===== config.mk =====
export PLATFORM = sky130hd
export DESIGN_NAME = uart_rx_fifo
export DESIGN_NICKNAME = d
export VERILOG_FILES = /design/src/rtl/uart_pkg.sv /design/src/rtl/sync_fifo.sv /design/src/rtl/uart_rx_fifo.sv
export SDC_FILE = /design/constraint.sdc
export NUM_CORES = 1
export LEC_CHECK = 0
export BUFFER_PORTS_ARGS = -buffer_cell sky130_fd_sc_hd__buf_2
export CORE_ASPECT_RATIO = 1.5
export CORE_MARGIN = 1.5
export CORE_UTILIZATION = 55
export DETAILED_ROUTE_END_ITERATION = 10
export PLACE_DENSITY = 0.72
export SYNTH_ARGS = -nofsm -noshare
export SYNTH_HDL_FRONTEND = slang
export SYNTH_SLANG_ARGS = --single-unit

===== constraint.sdc =====
create_clock -name clock_i -period 2.5 [get_ports clock_i]
set_input_delay 0 -clock clock_i [delete_from_list [all_inputs] [get_ports clock_i]]
set_output_delay 0 -clock clock_i [all_outputs]
set_load 0.02 [all_outputs]

===== src/rtl/uart_pkg.sv =====
// Shared UART constants and receive-capture FSM state encodings.
package uart_pkg;

    localparam int BYTE_W = 8;

    typedef enum logic [1:0] {
        CAP_IDLE     = 2'd0,
        CAP_ACK      = 2'd1,
        CAP_WAIT_LOW = 2'd2
    } cap_state_e;

endpackage : uart_pkg


===== src/rtl/sync_fifo.sv =====
// Synchronous first-word-fall-through FIFO with occupancy counter.
// The head entry is always visible on pop_data_o; pushes into a full FIFO
// and pops from an empty FIFO are ignored.
module sync_fifo #(
    parameter int WIDTH      = 8,
    parameter int DEPTH_LOG2 = 4
) (
    input  logic                  clock_i,
    input  logic                  reset_i,
    input  logic                  push_i,
    input  logic [WIDTH-1:0]      push_data_i,
    input  logic                  pop_i,
    output logic [WIDTH-1:0]      pop_data_o,
    output logic                  full_o,
    output logic                  empty_o,
    output logic [DEPTH_LOG2:0]   count_o
);

    localparam int                  DEPTH     = 1 << DEPTH_LOG2;
    localparam logic [DEPTH_LOG2:0] DEPTH_CNT = (DEPTH_LOG2 + 1)'(DEPTH);
    localparam logic [DEPTH_LOG2-1:0] PTR_ONE = DEPTH_LOG2'(1);
    localparam logic [DEPTH_LOG2:0]   CNT_ONE = (DEPTH_LOG2 + 1)'(1);

    logic [WIDTH-1:0]      mem_q [DEPTH];
    logic [DEPTH_LOG2-1:0] wr_ptr_q, wr_ptr_d;
    logic [DEPTH_LOG2-1:0] rd_ptr_q, rd_ptr_d;
    logic [DEPTH_LOG2:0]   count_q, count_d;
    logic                  push_ok, pop_ok;

    assign full_o     = (count_q == DEPTH_CNT);
    assign empty_o    = (count_q == '0);
    assign count_o    = count_q;
    assign pop_data_o = mem_q[rd_ptr_q];

    // Gating uses the flags at the start of the cycle, so a same-cycle pop
    // never makes room for a push into a full FIFO.
    assign push_ok = push_i & ~full_o;
    assign pop_ok  = pop_i  & ~empty_o;

    // Next pointer and occupancy values.
    always_comb begin
        wr_ptr_d = wr_ptr_q;
        rd_ptr_d = rd_ptr_q;
        count_d  = count_q;
        if (push_ok) wr_ptr_d = wr_ptr_q + PTR_ONE;
        if (pop_ok)  rd_ptr_d = rd_ptr_q + PTR_ONE;
        case ({push_ok, pop_ok})
            2'b10:   count_d = count_q + CNT_ONE;
            2'b01:   count_d = count_q - CNT_ONE;
            default: count_d = count_q;
        endcase
    end

    // Pointer and counter registers; reset empties the FIFO.
    always_ff @(posedge clock_i or posedge reset_i) begin
        if (reset_i) begin
            wr_ptr_q <= '0;
            rd_ptr_q <= '0;
            count_q  <= '0;
        end else begin
            wr_ptr_q <= wr_ptr_d;
            rd_ptr_q <= rd_ptr_d;
            count_q  <= count_d;
        end
    end

    // Storage array; contents are not reset, only the pointers are.
    always_ff @(posedge clock_i) begin
        if (push_ok) mem_q[wr_ptr_q] <= push_data_i;
    end

endmodule : sync_fifo


===== src/rtl/uart_rx_fifo.sv =====
// UART receive buffer: drains the receiver over its ready/ack handshake into
// a FWFT FIFO and offers the bytes downstream as a valid/ready stream.
module uart_rx_fifo
    import uart_pkg::*;
#(
    parameter int DEPTH_LOG2 = 4
) (
    input  logic                  clock_i,
    input  logic                  reset_i,
    input  logic [BYTE_W-1:0]     rx_data_i,
    input  logic                  rx_ready_i,
    output logic                  rx_ack_o,
    output logic [BYTE_W-1:0]     out_data_o,
    output logic                  out_valid_o,
    input  logic                  out_ready_i,
    output logic [DEPTH_LOG2:0]   count_o,
    output logic                  overflow_o,
    input  logic                  overflow_clear_i
);

    cap_state_e state_q, state_d;
    logic       ack_q, ack_d;
    logic       overflow_q, overflow_d;
    logic       push, pop, ovf_set;
    logic       full, empty;

    sync_fifo #(
        .WIDTH      (BYTE_W),
        .DEPTH_LOG2 (DEPTH_LOG2)
    ) u_fifo (
        .clock_i     (clock_i),
        .reset_i     (reset_i),
        .push_i      (push),
        .push_data_i (rx_data_i),
        .pop_i       (pop),
        .pop_data_o  (out_data_o),
        .full_o      (full),
        .empty_o     (empty),
        .count_o     (count_o)
    );

    assign out_valid_o = ~empty;
    assign pop         = out_valid_o & out_ready_i;
    assign rx_ack_o    = ack_q;
    assign overflow_o  = overflow_q;

    // Capture FSM: one push per receiver byte. After acking we wait for ready
    // to fall so a byte the receiver is still holding is not pushed twice.
    always_comb begin
        state_d = state_q;
        ack_d   = 1'b0;
        push    = 1'b0;
        ovf_set = 1'b0;
        case (state_q)
            CAP_IDLE: begin
                if (rx_ready_i) begin
                    if (!full) begin
                        push    = 1'b1;
                        ack_d   = 1'b1;
                        state_d = CAP_ACK;
                    end else begin
                        ovf_set = 1'b1;
                    end
                end
            end
            CAP_ACK: begin
                state_d = CAP_WAIT_LOW;
            end
            CAP_WAIT_LOW: begin
                if (!rx_ready_i) state_d = CAP_IDLE;
            end
            default: state_d = CAP_IDLE;
        endcase
    end

    // Sticky overflow: a set in the same cycle as a clear takes priority.
    always_comb begin
        overflow_d = overflow_q;
        if (overflow_clear_i) overflow_d = 1'b0;
        if (ovf_set)          overflow_d = 1'b1;
    end

    // State, ack and overflow registers.
    always_ff @(posedge clock_i or posedge reset_i) begin
        if (reset_i) begin
            state_q    <= CAP_IDLE;
            ack_q      <= 1'b0;
            overflow_q <= 1'b0;
        end else begin
            state_q    <= state_d;
            ack_q      <= ack_d;
            overflow_q <= overflow_d;
        end
    end

endmodule : uart_rx_fifo


Yosys cells after proc, flatten, opt, wreduce, memory -nomap -nowiden
Memories as Yosys holds them, arrays and structs flattened. Cells that the tools add are included.

Output and inout bits: 16. Register bits: 17. Bits in writable memories: 128. Input bits: 13. Word-level logic and storage cells: 44. Memories: 1.

Multiplexer cells: 15. Bitwise gates (word level): 5. Eq/ne operators: 8. Reductions and logical operators: 5. Add/sub/neg operators: 4.

Memories: u_fifo.mem_q (depth 16, width 8, rd ports 1, clocked after Yosys merged registers in 0, write ports 1, RTL line sync_fifo.sv:24) `logic [WIDTH-1:0] mem_q [DEPTH];`.

Operators with widths (number): 1-bit 2-to-1 mux (10); 5-bit case mux with 2 select lines (1); 4-bit by 1-bit adder with 4-bit output, second input constant (2); 2-bit 2-to-1 mux (3); 2-bit != test, second input constant (3); 2-bit case mux with 3 select lines (1); 5-bit by 1-bit adder with 5-bit output, second input constant (1); 5-bit equality test, second input constant (1); 5-bit zero test (1); 5-bit by 1-bit subtractor with 5-bit output, second input constant (1); 2-bit by 1-bit equality test with 1-bit output, second input constant (2); 2-bit equality test, second input constant (2); 2-bit nonzero test (2); 1-bit AND (3); 3-bit AND reduction (1); 2-bit zero test (1); 1-bit inverter (2).

Depth between registers and ports, before layout
Depth after elaboration: 7. Depth in mapped cells: 12. Mapped depth without buffers: 10.

Cells and area by module
From an unflattened synthesis, not the netlist that was laid out.

Cells, all modules: 348. Area, all modules: 5969.5 sq um.

Modules (own cells, without submodules): sync_fifo (cells each 333, area each 5796.8 sq um, sequential area each 4169.0 sq um, instances 1); uart_rx_fifo (cells each 15, area each 172.7 sq um, sequential area each 100.1 sq um, instances 1).

Worst setup path before layout
No wires, ideal clock.

Kind: reg-to-reg. Start: reg u_fifo.count_q[2] (netlist: u_fifo.count_o[2]). End: reg u_fifo.count_q[2] (netlist: u_fifo.count_o[2]). Setup time: 126 ps. Arrival time: 2368 ps. Period minus slack after synthesis: 2494 ps. Cell stages (with the launch flop): 12. Slack: 6 ps. Required time: 2374 ps. Path buffers: 2. Cells stage by stage: dfrtp_1 clkbuf_2 nor4_4 a21boi_2 ha_1 buf_2 xor2_1 ha_1 a21oi_1 xor2_1 nor2_1 xor2_1.

Elaborated cells on any way between the ends: 16. Classes of those cells: 2 x add/sub; 3 x eq/ne; 4 x mux; 5 x bitwise; 2 x reduce/logical.

RTL lines: start, declared (RTL line sync_fifo.sv:27) `logic [DEPTH_LOG2:0] count_q, count_d;`; start signal, assigned (RTL line sync_fifo.sv:63) `count_q <= count_d;`; 5-bit zero test * (RTL line sync_fifo.sv:31) `assign empty_o = (count_q == '0);`; 1-bit inverter * (RTL line sync_fifo.sv:38, uart_rx_fifo.sv:42); 1-bit AND (RTL line uart_rx_fifo.sv:43) `assign pop = out_valid_o & out_ready_i;`; 1-bit AND * (RTL line sync_fifo.sv:38) `assign pop_ok = pop_i & ~empty_o;`; named net u_fifo.pop_ok (RTL line sync_fifo.sv:28) `logic push_ok, pop_ok;`; 2-bit by 1-bit equality test with 1-bit output / 2-bit equality test (equally long branches) (RTL line sync_fifo.sv:47) `case ({push_ok, pop_ok})`; 5-bit case mux with 2 select lines / 2-bit nonzero test (equally long branches).

The timed path passes the listed nets; every way through them passes the cells marked *. A chain may end at the register's enable or synchronous reset.

Final worst setup path
Start: reg u_fifo.count_q[2] (netlist: u_fifo.count_o[2]). End: reg u_fifo.count_q[4] (netlist: u_fifo.count_o[4]).

Word-level cells in the longest chain between the ends: 7. Elaborated cells on any way between the ends: 16. Classes of those cells: 2 x add/sub; 3 x eq/ne; 4 x mux; 5 x bitwise; 2 x reduce/logical.

Ends and longest elaborated chain: 5-bit equality test (RTL line sync_fifo.sv:30) `assign full_o = (count_q == DEPTH_CNT);`; 1-bit 2-to-1 mux (RTL line uart_rx_fifo.sv:57) `if (!full) begin`; 1-bit 2-to-1 mux (RTL line uart_rx_fifo.sv:56) `if (rx_ready_i) begin`; 1-bit 2-to-1 mux (RTL line uart_rx_fifo.sv:54) `case (state_q)`; 1-bit AND (RTL line sync_fifo.sv:37) `assign push_ok = push_i & ~full_o;`; 2-bit by 1-bit equality test with 1-bit output / 2-bit equality test (equally long branches) (RTL line sync_fifo.sv:47); 5-bit case mux with 2 select lines / 2-bit nonzero test (equally long branches).

Several ways; a longest one is shown, not always the timed one.

==> Flow_metrics.wiki <==
{| class="wikitable"
! Metric !! Value
|-
| Status || completed
|-
| Slew headroom || 54.8%
|-
| Floorplan die height || 131 um
|-
| Worst Setup End Kind || register
|-
| Fill count || 747
|-
| Total power per unit cell area || 1170 nW/um^2
|-
| Final slew viol count || 0
|-
| Cell with the most instances after synthesis || sky130_fd_sc_hd__edfxtp_1
|-
| Required time at the worst-slack endpoint || 2.79 ns
|-
| Standard cell with the maximum stage delay on the critical path || sky130_fd_sc_hd__dfrtp_1
|-
| CP Buf/Inv Count || 3
|-
| Share of Yosys cell area claimed by the top area cell type || 64.4%
|-
| LEAKAGE || 2.58 nW
|-
| Final setup violation count || 0
|-
| Kind of launch point of the worst setup path || register
|-
| Post-synth EDFFs || 128
|-
| Final hold violation count || 0
|-
| Vias post-DR || 3316
|-
| Routability congestion estimate from global placement || 0.814
|-
| Maximum root-to-sink buffer count || 2
|-
| Final sum of negative setup slack || 0 ns
|-
| Ys async rst share || 11.7%
|-
| RSZ-0062 raised after global routing || false
|-
| CTS tree || done
|-
| Area of the mapped netlist || 5960 um^2
|-
| Number of non-filler instances in the completed layout || 564
|-
| Average via count per standard cell || 5.88
|-
| Mean post-synth cell area || 17.8 um^2
|-
| Min cycle time layout || 2.33 ns
|-
| Maximum level of the CTS H-tree || 4
|-
| Share of the yosys chip area belonging to registers || 71.6%
|-
| Post-detailed-placement half-perimeter wirelength || 7.55 mm
|-
| Worst-skew pair later-pin latency || 0.41 ns
|-
| Maximum net fanout on the critical path || 4
|-
| Cell breakdown of the critical path || nor4_4, buf_4, a21oi_4, inv_1, ha_1, xor2_1, ha_1, inv_1, a32oi_1, a31oi_1, xnor2_1
|-
| Transition time at the pin with the least slew margin || 0.678 ns
|-
| Syn_nets || 356
|-
| Clock transition at path regs || 0.05 ns
|-
| Pin count of the biggest net entering global routing || 35
|-
| Input/output buffers || 28
|-
| Clk_skew || 0.00774 ns
|-
| # placed instances || 521
|-
| Most used flip-flop cell after synthesis || sky130_fd_sc_hd__edfxtp_1
|-
| Worst vdd rail ir drop || 0.669 mV
|-
| Layer with the highest usage || met2
|-
| Number of warning messages in the yosys log || 0
|-
| Effective utilization at floorplan || 56.3%
|-
| Initial antenna violation count || 0
|-
| P&R area growth vs syn || 18.6%
|-
| Clock buffer count from CTS || 17
|-
| Flop and latch count out of synthesis || 145
|-
| Global-route track usage on met3 || 5.90%
|-
| Wire length per cell after detailed routing || 21.3 um
|-
| Total routing usage reported by global routing || 23.2%
|-
| Die boundary width || 88.0 um
|-
| Family of cells with the greatest summed delay on the critical path || compound AO/OA/AOI/OAI gates
|-
| Type of the worst min-delay path || input port to register
|-
| Count of nets after finishing || 428
|-
| First-pass GRT wire length || 18.4 mm
|-
| Clock sinks || 145
|-
| Met1 track demand over resource in global routing || 28.4%
|-
| Worst stage delay on the critical path || 0.41 ns
|-
| Main area contributors after synthesis || sky130_fd_sc_hd__edfxtp_1 64%, sky130_fd_sc_hd__dfrtp_1 7.1%, sky130_fd_sc_hd__mux4_2 6.0%
|-
| Remaining DRCs || 0
|-
| Antenna Violating Nets Remaining || 0
|-
| Most numerous cell types in the synthesized netlist || 128 x sky130_fd_sc_hd__edfxtp_1, 33 x sky130_fd_sc_hd__mux2i_1, 17 x sky130_fd_sc_hd__dfrtp_1, 17 x sky130_fd_sc_hd__nand2_1, 16 x sky130_fd_sc_hd__mux4_2
|-
| Number of violations of the max-capacitance limit || 0
|-
| Number of global-route vias before repair || 3291
|-
| Area enclosed by the die boundary || 11500 um^2
|-
| CTS root buf || sky130_fd_sc_hd__clkbuf_16
|-
| Row count || 46
|-
| Final worst path period share || 93.1%
|-
| Initial DRT Pass Iterations || 7
|-
| Overflow left after global routing || 0
|-
| Fmax achieved || 430 MHz
|-
| Antenna cells || 0
|-
| Post CTS Setup Buffer Count || 0
|-
| Post-synthesis cell type with the largest combined area || sky130_fd_sc_hd__edfxtp_1
|-
| Fraction of layout cells with a size suffix above 1 || 27.4%
|-
| Detailed router's first-iteration violation count || 292
|-
| Top-level I/O count || 29
|-
| Post-Synthesis Cells || 335
|-
| Setup CP Type || register to register
|-
| Core region area || 10600 um^2
|-
| Number of library cell types mapped by synthesis || 44
|-
| Routed Wire Length || 12.0 mm
|-
| Critical Path AT || 2.62 ns
|-
| Met2 global-route usage || 39.4%
|}
[sequential cells by signal (all words and copies together) (netlist names)]
| register | count |
|---|---|
| u_fifo.rd_ptr_q | 4 |
| u_fifo.wr_ptr_q | 4 |
| state_q | 2 |
| rx_ack_o | 1 |
| overflow_o | 1 |
| u_fifo.mem_q | 128 |
| u_fifo.count_o | 5 |
[area by class of cell]
class / instances / area (um^2) / share of cell area [%]
well taps: 144 / 180 / 2.55
clock inverters: 7 / 83.8 / 1.19
multi-input cells: 163 / 1520 / 21.5
inverters: 8 / 30.0 / 0.425
flip-flops and latches: 145 / 4270 / 60.4
repair buffers: 72 / 510 / 7.22
clock buffers: 25 / 475 / 6.72
[cells by family (layout without fill, tap and decap cells)]
group                    after synthesis  in the layout  synth area share (%)
AND/OR/NAND/NOR                       46             46                  3.96
buffers and inverters                 27            112                  2.98
multiplexers                          51             51                  12.0
XOR/XNOR                              13             13                  1.91
flip-flops                           145            145                  71.6
AO/OA/AOI/OAI                         45             45                  5.87
adder cells (fa/ha/maj)                8              8                  1.68
[power breakdown]
part / internal, mW / switching [mW] / leakage (nW)
combinational: 1.16 / 1.65 / 0.946
clock: 1.51 / 0.860 / 0.276
sequential: 2.92 / 0.200 / 1.36
total: 5.58 / 2.71 / 2.58
[cells in the final DEF (no fill, tap or decap), drive strengths merged, types with 8 or more instances in the layout]
cell and instances:
buf 61, o21ai 9, dlygate4sd3 11, a221oi 16, edfxtp 128, mux4 16
a22oi 8, nor2 13, nand2 18, inv 8, mux2i 33, clkbuf 25
dfrtp 17, ha 8
[per-stage QoR]
stage	worst slack [ns]	instance area, um^2	utilization (%)	power, mW	hold slack [ns]
after floorplan	0.00627	5960	-	5.18	-0.0739
after global placement	0.225	6400	60.4	5.88	0.117
after detailed placement	0.118	6400	60.4	5.97	0.134
after CTS	0.104	7070	66.8	8.36	0.0482
after global routing	0.00377	7070	66.8	8.69	0.0600
final	0.174	7070	66.8	8.29	0.0598
[worst reg2reg max path: cells and delay by family, from the launching register on]
family / cells / cell delay [ns]
buf+inv: 3 / 0.35
xor+xnor: 2 / 0.30
fa+ha+maj: 2 / 0.41
simple gates: 1 / 0.34
flops: 1 / 0.41
compound gates: 3 / 0.42
[per-layer routing]
metal,vias up,part of all wire (%)
met1,1678,38
met4,0,2.1
met2,141,54
met3,26,5.8
li1,1471,-
met5,-,0
[final timing paths]
kind	slack [ns]	start	end	cells past startpoint
worst min-delay path	0.06	out_ready_i	u_fifo.rd_ptr_q[2]	4
worst max-delay path	0.17	u_fifo.count_o[2]	u_fifo.count_o[4]	11
max in group asynchronous	1.78	reset_i	u_fifo.rd_ptr_q[0]	3
min in group asynchronous	0.24	reset_i	state_q[0]	3
worst min register to register	0.48	state_q[0]	state_q[1]	1
worst max register to register	0.17	u_fifo.count_o[2]	u_fifo.count_o[4]	11
[timing repair]
| item | CTS | global route |
|---|---|---|
| pin swaps | 0 | 1 |
| resized for setup | 1 | 1 |
| hold buffers | 11 | 0 |
| setup endpoints to repair | 4 | 1 |
| hold endpoints to repair | 147 | 0 |
No activity file was read; power rests on OpenSTA's default activity.
